File: config.mk
export PLATFORM = sky130hd
export DESIGN_NAME = fpro_bus_arbiter_flat
export DESIGN_NICKNAME = d
export VERILOG_FILES = /design/src/rtl/fpro_bus_arbiter_pkg.sv /design/src/rtl/fpro_bus_arbiter_if.sv /design/src/rtl/fpro_bus_arbiter_rr_arb2.sv /design/src/rtl/fpro_bus_arbiter.sv /design/src/flat_wrapper.sv
export SDC_FILE = /design/constraint.sdc
export NUM_CORES = 1
export LEC_CHECK = 0
export CAP_MARGIN = 20
export CELL_PAD_IN_SITES_DETAIL_PLACEMENT = 1
export CELL_PAD_IN_SITES_GLOBAL_PLACEMENT = 1
export CORE_MARGIN = 2
export CORE_UTILIZATION = 25
export DETAILED_ROUTE_END_ITERATION = 8
export MAX_ROUTING_LAYER = met4
export PLACE_DENSITY_LB_ADDON = 0.1
export SYNTH_ARGS = -nofsm -noshare
export SYNTH_HDL_FRONTEND = slang
export SYNTH_SLANG_ARGS = --single-unit
File: constraint.sdc
create_clock -name clk -period 2 [get_ports clk]
set_clock_uncertainty 0.1 [all_clocks]
set_input_delay 0.4 -clock clk [delete_from_list [all_inputs] [get_ports clk]]
set_output_delay 0.4 -clock clk [all_outputs]
set_load 0.1 [all_outputs]
File: src/rtl/fpro_bus_arbiter_pkg.sv
// Shared types for the two-master FPro bus arbiter.
// Bus widths, FSM state encoding and the latched command record.
package fp_arb_pkg;

    localparam int FP_ADDR_W = 21;
    localparam int FP_DATA_W = 32;

    typedef enum logic [1:0] {
        IDLE = 2'd0,
        XFER = 2'd1,
        DONE = 2'd2
    } arb_state_t;

    typedef struct packed {
        logic                 video;
        logic                 wr;
        logic [FP_ADDR_W-1:0] addr;
        logic [FP_DATA_W-1:0] wr_data;
    } fp_cmd_t;

endpackage

File: src/rtl/fpro_bus_arbiter_if.sv
// Master-side handshakes and FPro bus signals of the arbiter.
// The slave modport is the arbiter's view; master is the masters'/bus side.
interface fpro_bus_arbiter_if
    import fp_arb_pkg::*;
#(
    parameter int ADDR_W = FP_ADDR_W,
    parameter int DATA_W = FP_DATA_W
);
    logic              m0_req;
    logic              m0_video;
    logic              m0_wr;
    logic [ADDR_W-1:0] m0_addr;
    logic [DATA_W-1:0] m0_wr_data;
    logic              m0_lock;
    logic              m0_ack;
    logic [DATA_W-1:0] m0_rd_data;

    logic              m1_req;
    logic              m1_video;
    logic              m1_wr;
    logic [ADDR_W-1:0] m1_addr;
    logic [DATA_W-1:0] m1_wr_data;
    logic              m1_lock;
    logic              m1_ack;
    logic [DATA_W-1:0] m1_rd_data;

    logic              fp_mmio_cs;
    logic              fp_video_cs;
    logic              fp_wr;
    logic              fp_rd;
    logic [ADDR_W-1:0] fp_addr;
    logic [DATA_W-1:0] fp_wr_data;
    logic [DATA_W-1:0] fp_rd_data;
    logic [1:0]        grant;

    modport slave (
        input  m0_req, m0_video, m0_wr, m0_addr, m0_wr_data, m0_lock,
        input  m1_req, m1_video, m1_wr, m1_addr, m1_wr_data, m1_lock,
        input  fp_rd_data,
        output m0_ack, m0_rd_data, m1_ack, m1_rd_data,
        output fp_mmio_cs, fp_video_cs, fp_wr, fp_rd, fp_addr, fp_wr_data,
        output grant
    );

    modport master (
        output m0_req, m0_video, m0_wr, m0_addr, m0_wr_data, m0_lock,
        output m1_req, m1_video, m1_wr, m1_addr, m1_wr_data, m1_lock,
        output fp_rd_data,
        input  m0_ack, m0_rd_data, m1_ack, m1_rd_data,
        input  fp_mmio_cs, fp_video_cs, fp_wr, fp_rd, fp_addr, fp_wr_data,
        input  grant
    );

endinterface

File: src/rtl/fpro_bus_arbiter_rr_arb2.sv
// Two-way round-robin picker; pick is combinational, `last` updates on take.
// With FP_ARB_LOCK_EN the owner can hold the bus for up to LOCK_MAX extra grants.
module fp_rr_arb2 #(
    parameter int LOCK_MAX = 16
) (
    input  logic       clk,
    input  logic       reset,
    input  logic [1:0] req,
    input  logic       take,
`ifdef FP_ARB_LOCK_EN
    input  logic [1:0] lock,
    input  logic       lock_sample,
`endif
    output logic [1:0] pick
);

    // last_q = 1 means m1 owned the bus most recently
    logic       last_q;
    logic [1:0] rr_pick;

    always_comb begin
        rr_pick = req;
        if (req == 2'b11) begin
            rr_pick = last_q ? 2'b01 : 2'b10;
        end
    end

`ifdef FP_ARB_LOCK_EN
    localparam int CNT_W = $clog2(LOCK_MAX + 1);

    logic             hold_q;
    logic [CNT_W-1:0] cnt_q;
    logic             owner_req;
    logic             other_req;
    logic             locked;

    assign owner_req = last_q ? req[1] : req[0];
    assign other_req = last_q ? req[0] : req[1];
    // The cap only bites when the other master is actually waiting
    assign locked    = hold_q && owner_req &&
                       !((cnt_q == CNT_W'(LOCK_MAX)) && other_req);
    assign pick      = locked ? (last_q ? 2'b10 : 2'b01) : rr_pick;

    always_ff @(posedge clk) begin
        if (reset) begin
            last_q <= 1'b1;
            hold_q <= 1'b0;
            cnt_q  <= '0;
        end else begin
            if (lock_sample) begin
                hold_q <= last_q ? lock[1] : lock[0];
            end
            if (take) begin
                last_q <= pick[1];
                if (!locked) begin
                    cnt_q <= '0;
                end else if (cnt_q != CNT_W'(LOCK_MAX)) begin
                    cnt_q <= cnt_q + CNT_W'(1);
                end
            end
        end
    end
`else
    assign pick = rr_pick;

    always_ff @(posedge clk) begin
        if (reset) begin
            last_q <= 1'b1;
        end else if (take) begin
            last_q <= pick[1];
        end
    end
`endif

endmodule

File: src/rtl/fpro_bus_arbiter.sv
// Shares the FPro bus between two masters, one strobe cycle per transaction.
// Optional ownership locking is compiled in with FP_ARB_LOCK_EN.
//
// state | meaning
// IDLE  | waiting for a request; on grant latch the command
// XFER  | strobe cycle: fp_* driven from the command, read data captured
// DONE  | owner's ack pulse, bus quiet
module fpro_bus_arbiter
    import fp_arb_pkg::*;
#(
    parameter int ADDR_W   = FP_ADDR_W,
    parameter int DATA_W   = FP_DATA_W,
    parameter int LOCK_MAX = 16
) (
    input  logic                clk,
    input  logic                reset,
    fpro_bus_arbiter_if.slave   bus
);

    arb_state_t        state;
    fp_cmd_t           cmd_q;
    fp_cmd_t           sel_cmd;
    logic [1:0]        pick;
    logic              take;
    logic              xfer;
    logic [1:0]        grant_q;
    logic              m0_ack_q;
    logic              m1_ack_q;
    logic [DATA_W-1:0] m0_rd_q;
    logic [DATA_W-1:0] m1_rd_q;

    assign take = (state == IDLE) && (pick != 2'b00);
    assign xfer = (state == XFER);

    fp_rr_arb2 #(
        .LOCK_MAX    (LOCK_MAX)
    ) u_rr_arb2 (
        .clk         (clk),
        .reset       (reset),
        .req         ({bus.m1_req, bus.m0_req}),
        .take        (take),
`ifdef FP_ARB_LOCK_EN
        .lock        ({bus.m1_lock, bus.m0_lock}),
        .lock_sample (state == DONE),
`endif
        .pick        (pick)
    );

`ifndef FP_ARB_LOCK_EN
    logic unused_lock;
    assign unused_lock = bus.m0_lock ^ bus.m1_lock;
`endif

    always_comb begin
        sel_cmd = '0;
        if (pick[1]) begin
            sel_cmd.video   = bus.m1_video;
            sel_cmd.wr      = bus.m1_wr;
            sel_cmd.addr    = bus.m1_addr;
            sel_cmd.wr_data = bus.m1_wr_data;
        end else begin
            sel_cmd.video   = bus.m0_video;
            sel_cmd.wr      = bus.m0_wr;
            sel_cmd.addr    = bus.m0_addr;
            sel_cmd.wr_data = bus.m0_wr_data;
        end
    end

    always_ff @(posedge clk) begin
        if (reset) begin
            state    <= IDLE;
            cmd_q    <= '0;
            grant_q  <= 2'b00;
            m0_ack_q <= 1'b0;
            m1_ack_q <= 1'b0;
            m0_rd_q  <= '0;
            m1_rd_q  <= '0;
        end else begin
            m0_ack_q <= 1'b0;
            m1_ack_q <= 1'b0;
            case (state)
                IDLE: begin
                    if (take) begin
                        cmd_q   <= sel_cmd;
                        grant_q <= pick;
                        state   <= XFER;
                    end
                end
                XFER: begin
                    if (!cmd_q.wr) begin
                        if (grant_q[1]) m1_rd_q <= bus.fp_rd_data;
                        else            m0_rd_q <= bus.fp_rd_data;
                    end
                    // Clearing the command keeps addr/data buses quiet outside XFER
                    cmd_q    <= '0;
                    m0_ack_q <= grant_q[0];
                    m1_ack_q <= grant_q[1];
                    state    <= DONE;
                end
                DONE: begin
                    grant_q <= 2'b00;
                    state   <= IDLE;
                end
                default: begin
                    grant_q <= 2'b00;
                    state   <= IDLE;
                end
            endcase
        end
    end

    assign bus.fp_mmio_cs  = xfer & ~cmd_q.video;
    assign bus.fp_video_cs = xfer &  cmd_q.video;
    assign bus.fp_wr       = xfer &  cmd_q.wr;
    assign bus.fp_rd       = xfer & ~cmd_q.wr;
    assign bus.fp_addr     = ADDR_W'(cmd_q.addr);
    assign bus.fp_wr_data  = DATA_W'(cmd_q.wr_data);
    assign bus.grant       = grant_q;
    assign bus.m0_ack      = m0_ack_q;
    assign bus.m1_ack      = m1_ack_q;
    assign bus.m0_rd_data  = m0_rd_q;
    assign bus.m1_rd_data  = m1_rd_q;

endmodule
File: src/flat_wrapper.sv
// flat-port wrapper written by rule: the top's interface ports become plain ports
module fpro_bus_arbiter_flat import fp_arb_pkg::*;
#(
    parameter int ADDR_W   = FP_ADDR_W,
    parameter int DATA_W   = FP_DATA_W,
    parameter int LOCK_MAX = 16
)
  (clk, reset, bus_m0_req, bus_m0_video, bus_m0_wr, bus_m0_addr, bus_m0_wr_data, bus_m0_lock, bus_m1_req, bus_m1_video, bus_m1_wr, bus_m1_addr, bus_m1_wr_data, bus_m1_lock, bus_fp_rd_data, bus_m0_ack, bus_m0_rd_data, bus_m1_ack, bus_m1_rd_data, bus_fp_mmio_cs, bus_fp_video_cs, bus_fp_wr, bus_fp_rd, bus_fp_addr, bus_fp_wr_data, bus_grant);
  fpro_bus_arbiter_if #(.ADDR_W(ADDR_W), .DATA_W(DATA_W)) bus_i ();
  input  logic clk;
  input  logic reset;
  input wire logic [$bits(bus_i.m0_req)-1:0] bus_m0_req;
  input wire logic [$bits(bus_i.m0_video)-1:0] bus_m0_video;
  input wire logic [$bits(bus_i.m0_wr)-1:0] bus_m0_wr;
  input wire logic [$bits(bus_i.m0_addr)-1:0] bus_m0_addr;
  input wire logic [$bits(bus_i.m0_wr_data)-1:0] bus_m0_wr_data;
  input wire logic [$bits(bus_i.m0_lock)-1:0] bus_m0_lock;
  input wire logic [$bits(bus_i.m1_req)-1:0] bus_m1_req;
  input wire logic [$bits(bus_i.m1_video)-1:0] bus_m1_video;
  input wire logic [$bits(bus_i.m1_wr)-1:0] bus_m1_wr;
  input wire logic [$bits(bus_i.m1_addr)-1:0] bus_m1_addr;
  input wire logic [$bits(bus_i.m1_wr_data)-1:0] bus_m1_wr_data;
  input wire logic [$bits(bus_i.m1_lock)-1:0] bus_m1_lock;
  input wire logic [$bits(bus_i.fp_rd_data)-1:0] bus_fp_rd_data;
  output wire logic [$bits(bus_i.m0_ack)-1:0] bus_m0_ack;
  output wire logic [$bits(bus_i.m0_rd_data)-1:0] bus_m0_rd_data;
  output wire logic [$bits(bus_i.m1_ack)-1:0] bus_m1_ack;
  output wire logic [$bits(bus_i.m1_rd_data)-1:0] bus_m1_rd_data;
  output wire logic [$bits(bus_i.fp_mmio_cs)-1:0] bus_fp_mmio_cs;
  output wire logic [$bits(bus_i.fp_video_cs)-1:0] bus_fp_video_cs;
  output wire logic [$bits(bus_i.fp_wr)-1:0] bus_fp_wr;
  output wire logic [$bits(bus_i.fp_rd)-1:0] bus_fp_rd;
  output wire logic [$bits(bus_i.fp_addr)-1:0] bus_fp_addr;
  output wire logic [$bits(bus_i.fp_wr_data)-1:0] bus_fp_wr_data;
  output wire logic [$bits(bus_i.grant)-1:0] bus_grant;
  assign bus_i.m0_req = bus_m0_req;
  assign bus_i.m0_video = bus_m0_video;
  assign bus_i.m0_wr = bus_m0_wr;
  assign bus_i.m0_addr = bus_m0_addr;
  assign bus_i.m0_wr_data = bus_m0_wr_data;
  assign bus_i.m0_lock = bus_m0_lock;
  assign bus_i.m1_req = bus_m1_req;
  assign bus_i.m1_video = bus_m1_video;
  assign bus_i.m1_wr = bus_m1_wr;
  assign bus_i.m1_addr = bus_m1_addr;
  assign bus_i.m1_wr_data = bus_m1_wr_data;
  assign bus_i.m1_lock = bus_m1_lock;
  assign bus_i.fp_rd_data = bus_fp_rd_data;
  assign bus_m0_ack = bus_i.m0_ack;
  assign bus_m0_rd_data = bus_i.m0_rd_data;
  assign bus_m1_ack = bus_i.m1_ack;
  assign bus_m1_rd_data = bus_i.m1_rd_data;
  assign bus_fp_mmio_cs = bus_i.fp_mmio_cs;
  assign bus_fp_video_cs = bus_i.fp_video_cs;
  assign bus_fp_wr = bus_i.fp_wr;
  assign bus_fp_rd = bus_i.fp_rd;
  assign bus_fp_addr = bus_i.fp_addr;
  assign bus_fp_wr_data = bus_i.fp_wr_data;
  assign bus_grant = bus_i.grant;
  fpro_bus_arbiter #(.ADDR_W(ADDR_W), .DATA_W(DATA_W), .LOCK_MAX(LOCK_MAX)) u_core (.clk(clk), .reset(reset), .bus(bus_i));
endmodule
* Yosys cells after proc, flatten, opt, wreduce, memory -nomap -nowiden
Index checks and enable logic that the tools add are counted.
Word-level totals: flip-flop bits (word level) 126, input bits 148, output and inout port bits 125
Operators by class: eq/ne operators 3, multiplexer cells 9, bitwise logic cells 8, reductions and logical operators 9
Operators by type and width (count):
- two-way mux 55 bit | 2
- case mux 55 bit (2 select lines) | 1
- two-way mux 2 bit | 4
- case mux 2 bit (2 select lines) | 2
- AND reduction 3 bit | 2
- AND 1 bit | 4
- inverter 1 bit | 4
- AND reduction 2 bit | 2
- nonzero test 2 bit | 2
- equality test 2 x 1 -> 1 bit (second input constant) | 1
- equality test 2 bit (second input constant) | 1
- logical NOT 2 bit | 1
- inequality test 2 x 1 -> 1 bit (second input constant) | 1
- OR reduction 2 bit | 1
- logical AND 1 bit | 1

* Logic depth before layout (Yosys ltp)
Gate-level depths: netlist of the first run.
word-level depth 6, mapped depth 6

* Cells and area by module
From an unflattened synthesis of the first run, not the netlist that was laid out.
Unflattened totals: cell total of the unflattened synthesis 688, area, all modules 5755.5 µm²
By module, submodules not included:
- fpro_bus_arbiter | instances 1, cells an instance 682, area each 5701.7 µm², seq. area each 2502.4 µm²
- fp_rr_arb2 | instances 1, cells an instance 6, area each 53.8 µm², seq. area each 20.0 µm²

* Least setup slack after synthesis of the first run
Ideal clock, no wire load.
kind register to output, from register u_core.state[1], to output bus_fp_mmio_cs, data arrival time 1.853 ns, required time 1.500 ns, slack -0.353 ns, cell stages (with the launch flop) 4, path buffers 1, path through dfxtp_1 -> buf_2 -> nand2b_1 -> nor2_1
On the way: word-level cells in the longest chain between the ends 2
RTL lines:
- start: declaration | line fpro_bus_arbiter.sv:20 | arb_state_t state;
- start signal: assignment | line fpro_bus_arbiter.sv:71 | state <= IDLE;
- start signal: assignment | line fpro_bus_arbiter.sv:86 | state <= XFER;
- start signal: assignment | line fpro_bus_arbiter.sv:98 | state <= DONE;
- equality test 2 x 1 -> 1 bit | line fpro_bus_arbiter.sv:33 | assign xfer = (state == XFER);
- AND 1 bit | line fpro_bus_arbiter.sv:112 | assign bus.fp_mmio_cs = xfer & ~cmd_q.video;
- end: declaration | line flat_wrapper.sv:29 | output wire logic [$bits(bus_i.fp_mmio_cs)-1:0] bus_fp_mmio_cs;
No other way between the ends.

* Final worst setup path of the first run
from register u_core.state[1], to output bus_fp_rd
On the way: word-level cells in the longest chain between the ends 2
RTL lines:
- equality test 2 x 1 -> 1 bit | line fpro_bus_arbiter.sv:33
- AND 1 bit | line fpro_bus_arbiter.sv:115 | assign bus.fp_rd = xfer & ~cmd_q.wr;
- end: declaration | line flat_wrapper.sv:32 | output wire logic [$bits(bus_i.fp_rd)-1:0] bus_fp_rd;
No other way between the ends.

==> metrics, run 1 <==
worst skew pair latency 410 ps; crit path max fanout 10; area of the mapped netlist around 0.0052 sq mm; CTS tree done; largest net degree at the start of global routing 65; io pins around 270; Crit path required time around 1500 ps; core area just over 0.02 sq mm; crit end category primary output; Slowest-stage cell, CP dfxtp_2; CTS Hold Bufs 0; all-layer global routing usage 0.167; final worst path period share 0.960; Crit Path Class flip-flop to primary output; post-layout min period 1920 ps; worst setup margin approximately 80 ps; Synth Warn # 0; Leak between 3 and 4 nW; maxcap violations 0; Peak VDD IR 0.583 mV; status complete, no violations; ant diodes 0; DP Worst Slack -115 ps; DRT Pass-1 Iters 4; vias in the first global route 5025; Layout area overhead 66.6%; Avg WL per Cell approximately 17 um; Power Total 8.45 mW; Mapped Nets 700; Die Y roughly 150 um; Mapped Cells 552; RSZ-0062 raised after global routing no; top post-synthesis cells by area dfxtp_1, mux2i_1, nand2_1; Final Hold Vio Count 0; die width around 150 um; Clock Path Buffers 2; Clock Sinks ~130; initial antenna violation count 0; Min-Delay Path Class primary input to flip-flop; Max Clk Rate ~520 MHz; CP startpoint kind flip-flop; Netlist cell types 29; Yosys top cell by area dfxtp_1; vias about 4700; PD cells 970 mW/mm^2; worst hold path depth 2; Site Rows 52; CP peak stage delay approximately 380 ps; first-pass GRT wire length around 28 mm; GPL Wtd Cong between 0.7 and 0.8; Syn Area/Cell between 9 and 10 sq um; Initial Util 0.257; drt initial violations ~110; DP HPWL around 13 mm; Remaining DRCs 0; Slew Viols, Final 0; number of buffers created by CTS 17; Final setup viols 0; Worst Path Arrival 1420 ps; FF+latch count, synth 126; Die ar. roughly 0.022 sq mm; vias per inst 4.42; IO Port Bufs between 200 and 300; antenna viol nets, final 0; gr ovfl total 0; Clock Pin Slew Worst Setup and Hold Paths roughly 60 ps; Root Buffer clkbuf_16; layout net count 920; cells along the critical path nand2b_1 -> nor2_2 -> buf_12; sequential cell area fraction in the yosys report 0.482; share of the synthesized area in the top cell type 0.482; Worst Tran Pin Value 679 ps; CTS H-tree depth 4; worst rel slew slack 0.547; share of cells above drive strength 1 0.261; Final TNS setup 0 ps; Routed WL roughly 18 mm; FF-to-FF path depth 4
==> path summary, 6_finish.rpt <==
path / startpoint / endpoint / slack, ps
worst max-delay path: u_core.state[1] / bus_fp_rd / 80
worst min-delay path: reset / u_core.bus.grant[1] / 190
worst max register to register: u_core.state[1] / u_core.bus.m0_rd_data[10] / 360
worst min register to register: u_core.bus.m0_rd_data[13] / u_core.bus.m0_rd_data[13] / 350
==> sequential cells by signal, indices dropped and copies added (netlist names) <==
register	flops
u_core.bus.m0_rd_data	32
u_core.u_rr_arb2.last_q	1
u_core.bus.m0_ack	1
u_core.bus.m1_rd_data	32
u_core.bus.m1_ack	1
u_core.bus.grant	2
u_core.bus.fp_addr	21
u_core.bus.fp_wr_data	32
u_core.cmd_q	2
u_core.state	2
==> cell families after synthesis <==
kind of cell    Yosys count  share of synthesized area
mux                      55                      0.105
buf+inv                  98                      0.119
simple gates            147                      0.117
compound gates          126                      0.177
flops                   126                      0.482
==> Yosys cell counts <==
library cell / number
buf_6: 5
and2_1: 2
nand4bb_1: 1
and3_1: 2
nor2b_1: 1
o21ai_0: 1
o2bb2ai_2: 10
a21oi_1: 65
mux2i_1: 55
o2bb2ai_1: 45
buf_2: 14
nor3_1: 2
a21oi_4: 1
a22oi_1: 1
a2111oi_0: 1
inv_1: 3
clkbuf_1: 18
nor2_1: 4
dfxtp_1: 126
nand2b_1: 2
buf_4: 53
or4b_1: 1
nor4b_2: 1
a21boi_1: 1
buf_1: 5
nor4bb_1: 1
a221o_1: 1
or3_4: 1
nand2_1: 129
==> cell type report <==
type | instances | area [sq um]
inverters | 3 | 11.3
repair buffers | 296 | 3070
clock inverters | 15 | 206
fillers | 2272 | 11700
well taps | 270 | 338
flip-flops and latches | 126 | 2530
clock buffers | 17 | 425
multi-input cells | 328 | 2140
==> placed cells by master (no fill, tap or decap), drive strengths merged <==
master,synthesis,final
nor3,2,2
a221o,1,1
inv,3,8
bufinv,0,4
clkbuf,18,17
a22oi,1,1
nor4bb,1,1
a21boi,1,1
and2,2,2
nand2b,2,2
buf,77,152
nor2,4,4
o2bb2ai,55,55
or4b,1,1
a2111oi,1,1
clkinvlp,0,2
dfxtp,126,126
clkinv,0,4
and3,2,2
o21ai,1,1
mux2i,55,55
nor4b,1,1
or3,1,1
nand2,129,129
a21oi,66,66
nand4bb,1,1
clkdlybuf4s50,0,144
nor2b,1,1
==> stage by stage <==
step,instance area (sq um),util,hold WS (ps),instances
floorplan,5230,-,334,552
finish,8710,0.428,188,1055
CTS,8710,0.428,166,1055
detailed placement,8070,0.396,349,1023
global placement,8070,0.396,344,1023
global route,8710,0.428,193,1055
==> per-layer routing <==
metal / share of wire / routed length [um] / global-route usage / up-vias
li1: - / - / - / 2280
met1: 0.41 / 7300 / 0.178 / 2202
met2: 0.50 / 8870 / 0.287 / 168
met3: 0.083 / 1480 / 0.0629 / 13
met4: 0.013 / 224 / 0.0514 / 0
met5: 0 / 0 / - / -
==> worst max-delay path: cells and delay by family, from the launching register on <==
family | cells | cell delay, ps
simple gates | 2 | 420
flops | 1 | 380
buf+inv | 1 | 190
==> report_power, final <==
part / switching (mW) / total (mW) / leakage (nW) / internal, mW
Sequential: 0.119 / 2.79 / 1.03 / 2.67
Combinational: 1.54 / 2.32 / 2.08 / 0.780
Clock: 1.24 / 3.35 / 0.305 / 2.10
==> repair_timing <==
| action | 4_1_cts | 5_1_grt |
|---|---|---|
| setup buffers | 0 | 0 |
| endpoints found under the setup margin | 4 | 1 |
| resized for setup | 2 | 2 |
(Power assumes the default switching activity.)
==> run 2, diff against run 1 <==
Settings changed: CORE_MARGIN 2 to 4.
==> run 2 against run 1 <==
  * Power shrank 3.0%
  * Clock-buffer cell count is 4 higher
  * First-iteration DRC count up 13%
  * Final cell count decreased by 0.85%
  * Hold slack improved by 110 ps
==> metrics, run 2 (synthesized netlist as in run 1, its figures left out) <==
Die ar. 0.0233 sq mm; Site Rows 52; setup repair bufs after CTS 0; Min-Delay Path Class primary input to flip-flop; most frequent cells in the layout clkdlybuf4s50_1, nand2_1, dfxtp_1; Critical R2R Launch u_core.state[1]; worst rel slew slack 0.565; Die Y about 150 um; layout net count roughly 900; most common cell after layout, fill and taps aside clkdlybuf4s50_1; largest net degree at the start of global routing 60; maxcap violations 0; all-layer global routing usage 0.163; hold path startpoint reset; vias 4679; number of buffers created by CTS 17; io pins about 270; Clock Sinks about 130; vias per inst around 4.5; post-layout min period around 1900 ps; worst skew pair latency just over 400 ps; CP startpoint u_core.state[1]; GPL Wtd Cong approximately 0.8; critical path buffer and inverter count 1; Crit path required time ~1500 ps; Peak VDD IR approximately 0.59 mV; vias in the first global route between 5000 and 6000; status complete, no violations; IO Port Bufs 270; drt initial violations 123; Worst Tran Pin Value approximately 650 ps; Root Buffer clkbuf_16; Max Clk Rate approximately 520 MHz; Layout area overhead 63.1%; Leak 3.34 nW; hold slack around 300 ps; family with the most delay on the worst path simple AND/OR/NAND/NOR gates; CP peak stage delay ~380 ps; die width 153 um; Avg WL per Cell between 15 and 20 um; gr ovfl total 0; critical path depth 3; CP startpoint kind flip-flop; DRT Pass-1 Iters 4; Final setup viols 0; Routed WL ~19 mm; worst hold path depth 3; CTS Hold Bufs 0; post-layout util 0.418; final worst path period share 0.961; Remaining DRCs 0; Clock Path Buffers 2; initial antenna violation count 0; PD cells 962 mW/mm^2; Crit Path Class flip-flop to primary output; Initial Util 0.256; cells along the critical path nand2b_1 -> nor2_1 -> buf_12; FF-to-FF setup slack 360 ps; Worst Path Arrival between 1000 and 1500 ps; Slew Viols, Final 0; core area between 0.02 and 0.025 sq mm; antenna viol nets, final 0; RSZ-0062 raised after global routing no; ant diodes 0; Clock Pin Slew Worst Setup and Hold Paths ~60 ps; Power Total a little over 8 mW; share of cells above drive strength 1 0.246; CTS tree done; crit end category primary output; DP HPWL roughly 14 mm; first-pass GRT wire length 29.3 mm; CTS H-tree depth 4; post-CTS sizing 2; Final Hold Vio Count 0; Slowest-stage cell, CP dfxtp_2; crit path max fanout 10; FF-to-FF path depth 4
run 2: final cells by class:
type                    count  area, sq um
clock inverters            10          139
flip-flops and latches    126         2530
inverters                   3         11.3
multi-input cells         328         2130
clock buffers              21          450
fillers                  2289        11900
repair buffers            288         2930
well taps                 270          338
run 2: worst min-delay path, cell delays in order:
cell	delay, ps
buf_2	120
buf_4	200
a21oi_1	50
run 2: where the power goes:
part           internal [mW]  total (mW)  switching, mW  leakage (nW)
logic                  0.742        2.28           1.54          2.02
clock network           1.99        3.13           1.15         0.287
registers               2.67        2.79          0.118          1.03
total                   5.40        8.20           2.80          3.34
run 2: final timing paths:
check	end
worst max register to register	u_core.bus.m0_rd_data[10]
worst max-delay path	bus_fp_rd
worst min register to register	u_core.bus.m1_rd_data[17]
worst min-delay path	u_core.bus.m1_rd_data[19]
run 2: metal layers:
layer	GRT usage	part of all wire
met5	-	0
met2	0.277	0.51
met4	0.0471	0.012
met3	0.0542	0.062
met1	0.182	0.41
run 2: metrics by stage:
step	instances	setup WS (ps)	TNS, ps	cell area (sq um)
global route	1046	0.620	0	8530
detailed placement	1015	-123	-3480	7940
floorplan	552	-353	-707	5230
global placement	1015	-97.3	-2850	7940
CTS	1046	27.8	0	8530
finish	1046	78.1	0	8530
==> run 3, diff against run 2 <==
Settings changed: ABC_CLOCK_PERIOD_IN_PS set to 2000.
==> results of run 3 <==
Final layout, timing and power as in run 2 (identical DEF).
